--- src/rtl/cmd_rx_pkg.sv ---
// cmd_rx_pkg: shared definitions for the SD CMD-line receiver.
//   - rxState_t   : receiver FSM state encoding
//   - RESP_BITS   : length of an SD short response frame (48)
//   - PAYLOAD_BITS: command index plus argument (38)
//   - CRC_BITS    : CRC7 width (7)
//   - CRC7_POLY   : x^7 + x^3 + 1, leading term dropped (7'h09)
package cmd_rx_pkg;

  localparam int RESP_BITS    = 48;
  localparam int PAYLOAD_BITS = 38;
  localparam int CRC_BITS     = 7;

  localparam logic [CRC_BITS-1:0] CRC7_POLY = 7'h09;

  typedef enum logic [2:0] {
    IDLE       = 3'd0,
    WAIT_START = 3'd1,
    RECEIVE    = 3'd2,
    DONE       = 3'd3,
    NO_RESP    = 3'd4
  } rxState_t;

endpackage

--- src/rtl/crc7_serial.sv ---
// crc7_serial: bit-serial CRC7 (x^7 + x^3 + 1, initial value 0), one bit per
// rising edge of iClock_SD. Shared by the STP receive and PTS transmit paths.
// Ports:
//   iClock_SD : SD clock
//   iReset    : synchronous active-low reset
//   iClear    : synchronous clear back to 0 (wins over iShift)
//   iShift    : feed iBit into the CRC on this edge
//   iBit      : serial data bit, MSB of the frame first
//   oCrc      : current CRC7 remainder
module crc7_serial
  import cmd_rx_pkg::*;
(
  input  logic                iClock_SD,
  input  logic                iReset,
  input  logic                iClear,
  input  logic                iShift,
  input  logic                iBit,
  output logic [CRC_BITS-1:0] oCrc
);

  logic feedback;
  assign feedback = iBit ^ oCrc[CRC_BITS-1];

  always_ff @(posedge iClock_SD) begin
    if (!iReset || iClear) begin
      oCrc <= '0;
    end else if (iShift) begin
      oCrc <= {oCrc[CRC_BITS-2:0], 1'b0} ^ (feedback ? CRC7_POLY : '0);
    end
  end

endmodule

--- src/rtl/cmd_stp_receiver.sv ---
// cmd_stp_receiver: serial-to-parallel receiver for the SD CMD line.
// Frames a 48-bit response (start, transmission, 6-bit index, 32-bit
// argument, CRC7, end), checks framing and CRC7, and presents the 38-bit
// payload to the physical block controller.
// Optional feature: define CMD_RX_CRC7_EN to build the CRC7 checker; without
// it oCrc_error is tied to 0 and the CRC field is shifted in but ignored.
// Ports:
//   iClock_SD           : SD clock, all logic on the rising edge
//   iReset              : synchronous active-low reset
//   iReset_wrapper      : synchronous active-high soft clear (same as reset)
//   iEnable             : receive enable level
//   iCmd_in             : CMD line sample (idles high)
//   oPad_response       : {cmd_index, argument} = frame bits [45:8]
//   oReception_complete : a full-length frame was received
//   oNo_response        : no start bit within TIMEOUT high samples
//   oFrame_error        : transmission bit != 0 or end bit != 1
//   oCrc_error          : received CRC7 differs from the computed one
//   oBusy               : waiting for or receiving a frame
//   oState              : debug view of the FSM state register
// Handshake: there is no valid/ready pair; iEnable is a level. Results are
// held for as long as iEnable stays high and cleared one edge after it falls,
// so the controller must drop iEnable for at least one edge to re-arm.
module cmd_stp_receiver
  import cmd_rx_pkg::*;
#(
  parameter int TIMEOUT = 64
) (
  input  logic                    iClock_SD,
  input  logic                    iReset,
  input  logic                    iReset_wrapper,
  input  logic                    iEnable,
  input  logic                    iCmd_in,
  output logic [PAYLOAD_BITS-1:0] oPad_response,
  output logic                    oReception_complete,
  output logic                    oNo_response,
  output logic                    oFrame_error,
  output logic                    oCrc_error,
  output logic                    oBusy,
  output rxState_t                oState
);

  localparam int CNT_W = $clog2(TIMEOUT + 1);
  // Last bit counter value whose sample still belongs to the CRC range
  // (frame bit 8 is sampled with the counter at 39).
  localparam logic [5:0] LAST_CRC_CNT = 6'(RESP_BITS - 9);
  localparam logic [5:0] LAST_CNT     = 6'(RESP_BITS - 1);

  rxState_t               state;
  logic [CNT_W-1:0]       timeoutCnt;
  logic [5:0]             bitCnt;
  logic [RESP_BITS-1:0]   shiftReg;
  logic                   softReset;
  logic                   crcErrNext;

  assign softReset = !iReset || iReset_wrapper;
  assign oBusy     = (state == WAIT_START) || (state == RECEIVE);
  assign oState    = state;

`ifdef CMD_RX_CRC7_EN
  logic [CRC_BITS-1:0] crc;
  logic                crcClear;
  logic                crcShift;

  // Held at zero until the start bit, which is itself the first CRC bit.
  assign crcClear = iReset_wrapper || (state == IDLE) ||
                    ((state == WAIT_START) && iCmd_in);
  assign crcShift = iEnable &&
                    (((state == WAIT_START) && !iCmd_in) ||
                     ((state == RECEIVE) && (bitCnt <= LAST_CRC_CNT)));

  crc7_serial uCrc7 (
    .iClock_SD (iClock_SD),
    .iReset    (iReset),
    .iClear    (crcClear),
    .iShift    (crcShift),
    .iBit      (iCmd_in),
    .oCrc      (crc)
  );

  assign crcErrNext = (shiftReg[7:1] != crc);
`else
  logic unusedCrcField;
  assign unusedCrcField = ^shiftReg[7:1];
  assign crcErrNext     = 1'b0;
`endif

  always_ff @(posedge iClock_SD) begin
    if (softReset) begin
      state               <= IDLE;
      timeoutCnt          <= '0;
      bitCnt              <= '0;
      shiftReg            <= '0;
      oPad_response       <= '0;
      oReception_complete <= 1'b0;
      oNo_response        <= 1'b0;
      oFrame_error        <= 1'b0;
      oCrc_error          <= 1'b0;
    end else begin
      case (state)
        IDLE: begin
          timeoutCnt <= '0;
          bitCnt     <= '0;
          if (iEnable) state <= WAIT_START;
        end
        WAIT_START: begin
          if (!iEnable) begin
            state <= IDLE;
          end else if (!iCmd_in) begin
            // Start bit is accepted even on the edge the timeout would fire.
            state    <= RECEIVE;
            bitCnt   <= 6'd1;
            shiftReg <= {shiftReg[RESP_BITS-2:0], iCmd_in};
          end else if (timeoutCnt == CNT_W'(TIMEOUT)) begin
            state        <= NO_RESP;
            oNo_response <= 1'b1;
          end else begin
            timeoutCnt <= timeoutCnt + 1'b1;
          end
        end
        RECEIVE: begin
          if (!iEnable) begin
            state <= IDLE;
          end else begin
            shiftReg <= {shiftReg[RESP_BITS-2:0], iCmd_in};
            if (bitCnt == LAST_CNT) state <= DONE;
            else                    bitCnt <= bitCnt + 1'b1;
          end
        end
        DONE: begin
          if (!iEnable) begin
            state               <= IDLE;
            oPad_response       <= '0;
            oReception_complete <= 1'b0;
            oFrame_error        <= 1'b0;
            oCrc_error          <= 1'b0;
          end else begin
            oReception_complete <= 1'b1;
            oPad_response       <= shiftReg[45:8];
            oFrame_error        <= shiftReg[46] || !shiftReg[0];
            oCrc_error          <= crcErrNext;
          end
        end
        NO_RESP: begin
          if (!iEnable) begin
            state        <= IDLE;
            oNo_response <= 1'b0;
          end
        end
        default: state <= IDLE;
      endcase
    end
  end

endmodule

--- config.mk ---
export PLATFORM = sky130hd
export DESIGN_NAME = cmd_stp_receiver
export DESIGN_NICKNAME = d
export VERILOG_FILES = /design/src/rtl/cmd_rx_pkg.sv /design/src/rtl/crc7_serial.sv /design/src/rtl/cmd_stp_receiver.sv
export SDC_FILE = /design/constraint.sdc
export NUM_CORES = 1
export LEC_CHECK = 0
export BUFFER_PORTS_ARGS = -buffer_cell sky130_fd_sc_hd__buf_2
export CAP_MARGIN = 40
export CORE_MARGIN = 2
export CORE_UTILIZATION = 45
export DETAILED_ROUTE_END_ITERATION = 7
export SLEW_MARGIN = 20
export SYNTH_ARGS = -nofsm -noshare
export SYNTH_HDL_FRONTEND = slang
export SYNTH_SLANG_ARGS = --single-unit
--- constraint.sdc ---
create_clock -name iClock_SD -period 2.9 [get_ports iClock_SD]
set_clock_uncertainty 0.15 [all_clocks]
set_input_delay 0.435 -clock iClock_SD [delete_from_list [all_inputs] [get_ports iClock_SD]]
set_output_delay 0.435 -clock iClock_SD [all_outputs]
set_load 0.1 [all_outputs]
==> Flow_metrics.wiki <==
{| class="wikitable"
! Metric !! Value
|-
| Run status || complete, no violations
|-
| Number of distinct library cells after synthesis || 52
|-
| Setup TNS || 0 ps
|-
| DRC violation total after the first TritonRoute iteration || roughly 160
|-
| Final Hold Violating Endpoints || 0
|-
| Setup repair after global routing missed its margin || false
|-
| Number of nets in the synthesized netlist || ~520
|-
| VDD IR-drop max || between 0.2 and 0.3 mV
|-
| Combinational group share of total power || 4.6%
|-
| Final HPWL from detailed placement || approximately 5600 um
|-
| Biggest area consumer among synthesized cells || sky130_fd_sc_hd__dfxtp_1
|-
| Longest Clk Path Bufs || 2
|-
| Max cap viols || 0
|-
| Post-route ant nets || 0
|-
| Highest layer used for signal routing || met4
|-
| Pin count of the biggest net entering global routing || 68
|-
| Gates resized, CTS repair || 0
|-
| Initial standard-cell utilization of the core || a little under half
|-
| Count of final max-slew check failures || 0
|-
| Kind of end point of the critical path || output pin
|-
| Later-pin clock latency in the skew report || 360 ps
|-
| Number of fill cells || 869
|-
| Xor and xnor area share after synthesis || 0%
|-
| Area share of the largest cell type after synthesis || between 50% and 60%
|-
| Final critical delay including setup and external delays || 2560 ps
|-
| Switching Fraction || 25.6%
|-
| Final Wtd Congestion || 0.791
|-
| Area fraction in and, or, nand and nor cells after synthesis || 26.0%
|-
| Post-detailed-route via-to-cell ratio || between 5 and 6
|-
| Met2 routed wirelength || 4240 um
|-
| Worst-margin pin slew || 674 ps
|-
| Worst slew margin relative to its limit || between 50% and 60%
|-
| GRT overflow || 0
|-
| Standard-cell rows || 34
|-
| FMAX || just under 0.4 GHz
|-
| Overall routing resource usage || 19.1%
|-
| Total Nets Final || 551
|-
| Critical path type || reg2out
|-
| Fraction of the cycle the final worst path needs || between 80% and 90%
|-
| Post-CTS Setup Bufs || 0
|-
| Async set-or-reset flop fraction in the synthesized netlist || 0%
|-
| Main combinational cell family by area after synthesis || simple AND/OR/NAND/NOR gates
|-
| Synth Area in Compound Gates || 17.7%
|-
| Clk sinks || 104
|-
| Clock input transition at the sequential cells of the worst setup and hold paths || 100 ps
|-
| Kind of start point of the critical path || flip-flop
|-
| Total power divided by cell area || just over 500 mW/mm2
|-
| Dpl ws || 648 ps
|-
| CTS Buf Count || 9
|-
| Share of final-layout standard cells stronger than drive strength 1 || 15.9%
|-
| WL met1 || 4350 um
|-
| Number of flops mapped to enable cells by yosys || 0
|-
| DRT Pass-1 Iters || 5
|-
| Routed len/inst || 13.8 um
|-
| Leading cell types by total area after synthesis || sky130_fd_sc_hd__dfxtp_1 (51%), sky130_fd_sc_hd__nand2_1 (13%), sky130_fd_sc_hd__a21oi_1 (11%), sky130_fd_sc_hd__nand3_1 (5.5%), sky130_fd_sc_hd__clkbuf_1 (3.0%)
|-
| Wire length of the first global-routing pass || 15600 um
|-
| Via count of the first global-routing pass || 3422
|-
| Ports || 51
|-
| Cell area after synthesis || a little over 0.004 mm2
|-
| # H-tree levels || 3
|-
| Clock network power share || 35.2%
|-
| Area growth, synth to finish || 11.6%
|-
| Final wirelength || 9020 um
|-
| Utilization after layout || 52.1%
|-
| Worst endpoint data arrival time || 1980 ps
|-
| Leading register cell type out of synthesis || sky130_fd_sc_hd__dfxtp_1
|-
| Buffers on Ports || between 40 and 50
|-
| CTS Hold Buffers Added || 0
|-
| Final design instance area without fill || between 0.004 and 0.005 mm2
|-
| Final setup fails || 0
|-
| Number of antenna cells inserted || 0
|-
| Register area share after synthesis || 50.6%
|-
| Standard cell core area || slightly below 0.009 mm2
|-
| Mapped Cells || about 520
|-
| Final setup slack of the worst path || 336 ps
|-
| DR WL met3 || between 200 and 250 um
|-
| Internal portion of total power || 0.00177 W
|-
| Clock root buffer || sky130_fd_sc_hd__clkbuf_8
|-
| Register bit total from synthesis || around 100
|-
| Req. time, crit path || 2320 ps
|-
| Chip Height || between 90 and 100 um
|-
| TritonCTS clock tree || yes
|-
| Mux contribution to synthesized area || 0.243%
|-
| Crit path max fanout || 18
|-
| Area share of fa/ha/maj cells after synthesis || 0.912%
|-
| Initial antenna violation count || 0
|-
| Die Wd || 99.6 um
|-
| Psw || 0.000610 W
|-
| HP Class || in2reg
|-
| Lkg Pwr || 1.55 nW
|-
| Sequential share of power || between 60 and 70%
|-
| Number of remaining DRC errors || 0
|-
| Die Footprint || 0.00992 mm2
|-
| Synth Area per Inst || between 7 and 8 um2
|-
| Area post-placement || 0.00441 mm2
|-
| Number of vias in the routed layout || 3557
|-
| Number of warnings printed during yosys synthesis || 0
|}
## flip-flops by register name (all words and copies together), names as in the netlist
name	cells
shiftReg	47
oPad_response	38
timeoutCnt	7
bitCnt	6
oState	3
oFrame_error	1
oNo_response	1
oReception_complete	1
## path summary, 6_finish.rpt
kind / start / slack [ps] / depth (start not counted) / to
min reg2reg: oPad_response[22] / 300 / 2 / oPad_response[22]
min: iReset / 260 / 3 / timeoutCnt[4]
max: oState[2] / 340 / 3 / oBusy
max reg2reg: oState[2] / 680 / 5 / oState[1]
## power by group through the flow
stage           logic, W  registers (W)  clock network (W)
2_1_floorplan  0.0000802        0.00147                  0
3_3_place_gp    0.000109        0.00147                  0
3_5_place_dp    0.000109        0.00147                  0
4_1_cts         0.000109        0.00143           0.000864
5_1_grt         0.000119        0.00144           0.000920
6_report        0.000109        0.00143           0.000837
## synthesized netlist by cell type, types with 4 or more instances
library cell               instances
sky130_fd_sc_hd__nand3b_1          4
sky130_fd_sc_hd__nand3_1          45
sky130_fd_sc_hd__buf_2             5
sky130_fd_sc_hd__dfxtp_1         104
sky130_fd_sc_hd__a21oi_1          94
sky130_fd_sc_hd__inv_1             4
sky130_fd_sc_hd__nor2_1            8
sky130_fd_sc_hd__nand2b_1          6
sky130_fd_sc_hd__nand2_1         144
sky130_fd_sc_hd__clkbuf_1         33
sky130_fd_sc_hd__o21ai_0           8
## cells by family (layout without fill, tap and decap cells)
group           after synthesis  count (layout)
compound gates              129             129
fa+ha+maj                     3               3
buf+inv                      45              76
flops                       104             104
mux                           1               1
other cells                   1               1
simple gates                233             233
## metal layers
layer | track usage [%] | vias up
met1 | 23.9 | 1669
met2 | 32.3 | 52
met4 | 8.96 | 0
li1 | - | 1819
met5 | 0 | -
met3 | 3.02 | 17
## stage by stage
stage | instances | hold slack, ps | power [W]
6_report | 655 | 256 | 0.00238
5_1_grt | 655 | 253 | 0.00247
4_1_cts | 655 | 231 | 0.00241
3_5_place_dp | 640 | 291 | 0.00158
3_3_place_gp | 640 | 287 | 0.00158
2_1_floorplan | 516 | 281 | 0.00155
## cells in the final DEF, fill, tap and decap left out, types with 3 or more instances in the layout
cell type | synthesis | final
sky130_fd_sc_hd__nand2b_1 | 6 | 5
sky130_fd_sc_hd__dfxtp_1 | 104 | 102
sky130_fd_sc_hd__a211oi_1 | 3 | 3
sky130_fd_sc_hd__o21ai_0 | 8 | 8
sky130_fd_sc_hd__ha_1 | 3 | 3
sky130_fd_sc_hd__buf_2 | 5 | 49
sky130_fd_sc_hd__a21oi_1 | 94 | 94
sky130_fd_sc_hd__clkinvlp_4 | 0 | 3
sky130_fd_sc_hd__nand3_1 | 45 | 45
sky130_fd_sc_hd__nand2_1 | 144 | 144
sky130_fd_sc_hd__buf_4 | 1 | 8
sky130_fd_sc_hd__clkbuf_8 | 0 | 9
sky130_fd_sc_hd__o21a_1 | 3 | 3
sky130_fd_sc_hd__nand3b_1 | 4 | 4
sky130_fd_sc_hd__nor2_1 | 8 | 8
sky130_fd_sc_hd__a31oi_1 | 3 | 3
sky130_fd_sc_hd__inv_1 | 4 | 4
## critical path, cell delays in order (launching register included)
cell and delay (ps):
sky130_fd_sc_hd__dfxtp_1 490, sky130_fd_sc_hd__or3b_2 620, sky130_fd_sc_hd__nand2_1 90, sky130_fd_sc_hd__buf_2 420
## final cells by class
class                   instances  area [um2]  share of cell area (%)
repair buffers                 57         305                    6.65
clock buffers                   9         124                    2.70
inverters                       4        15.0                   0.327
clock inverters                 6        56.3                    1.23
well taps                     108         135                    2.94
flip-flops and latches        104        2080                    45.4
multi-input cells             367        1870                    40.7
Power figures use the tool's default switching activity.
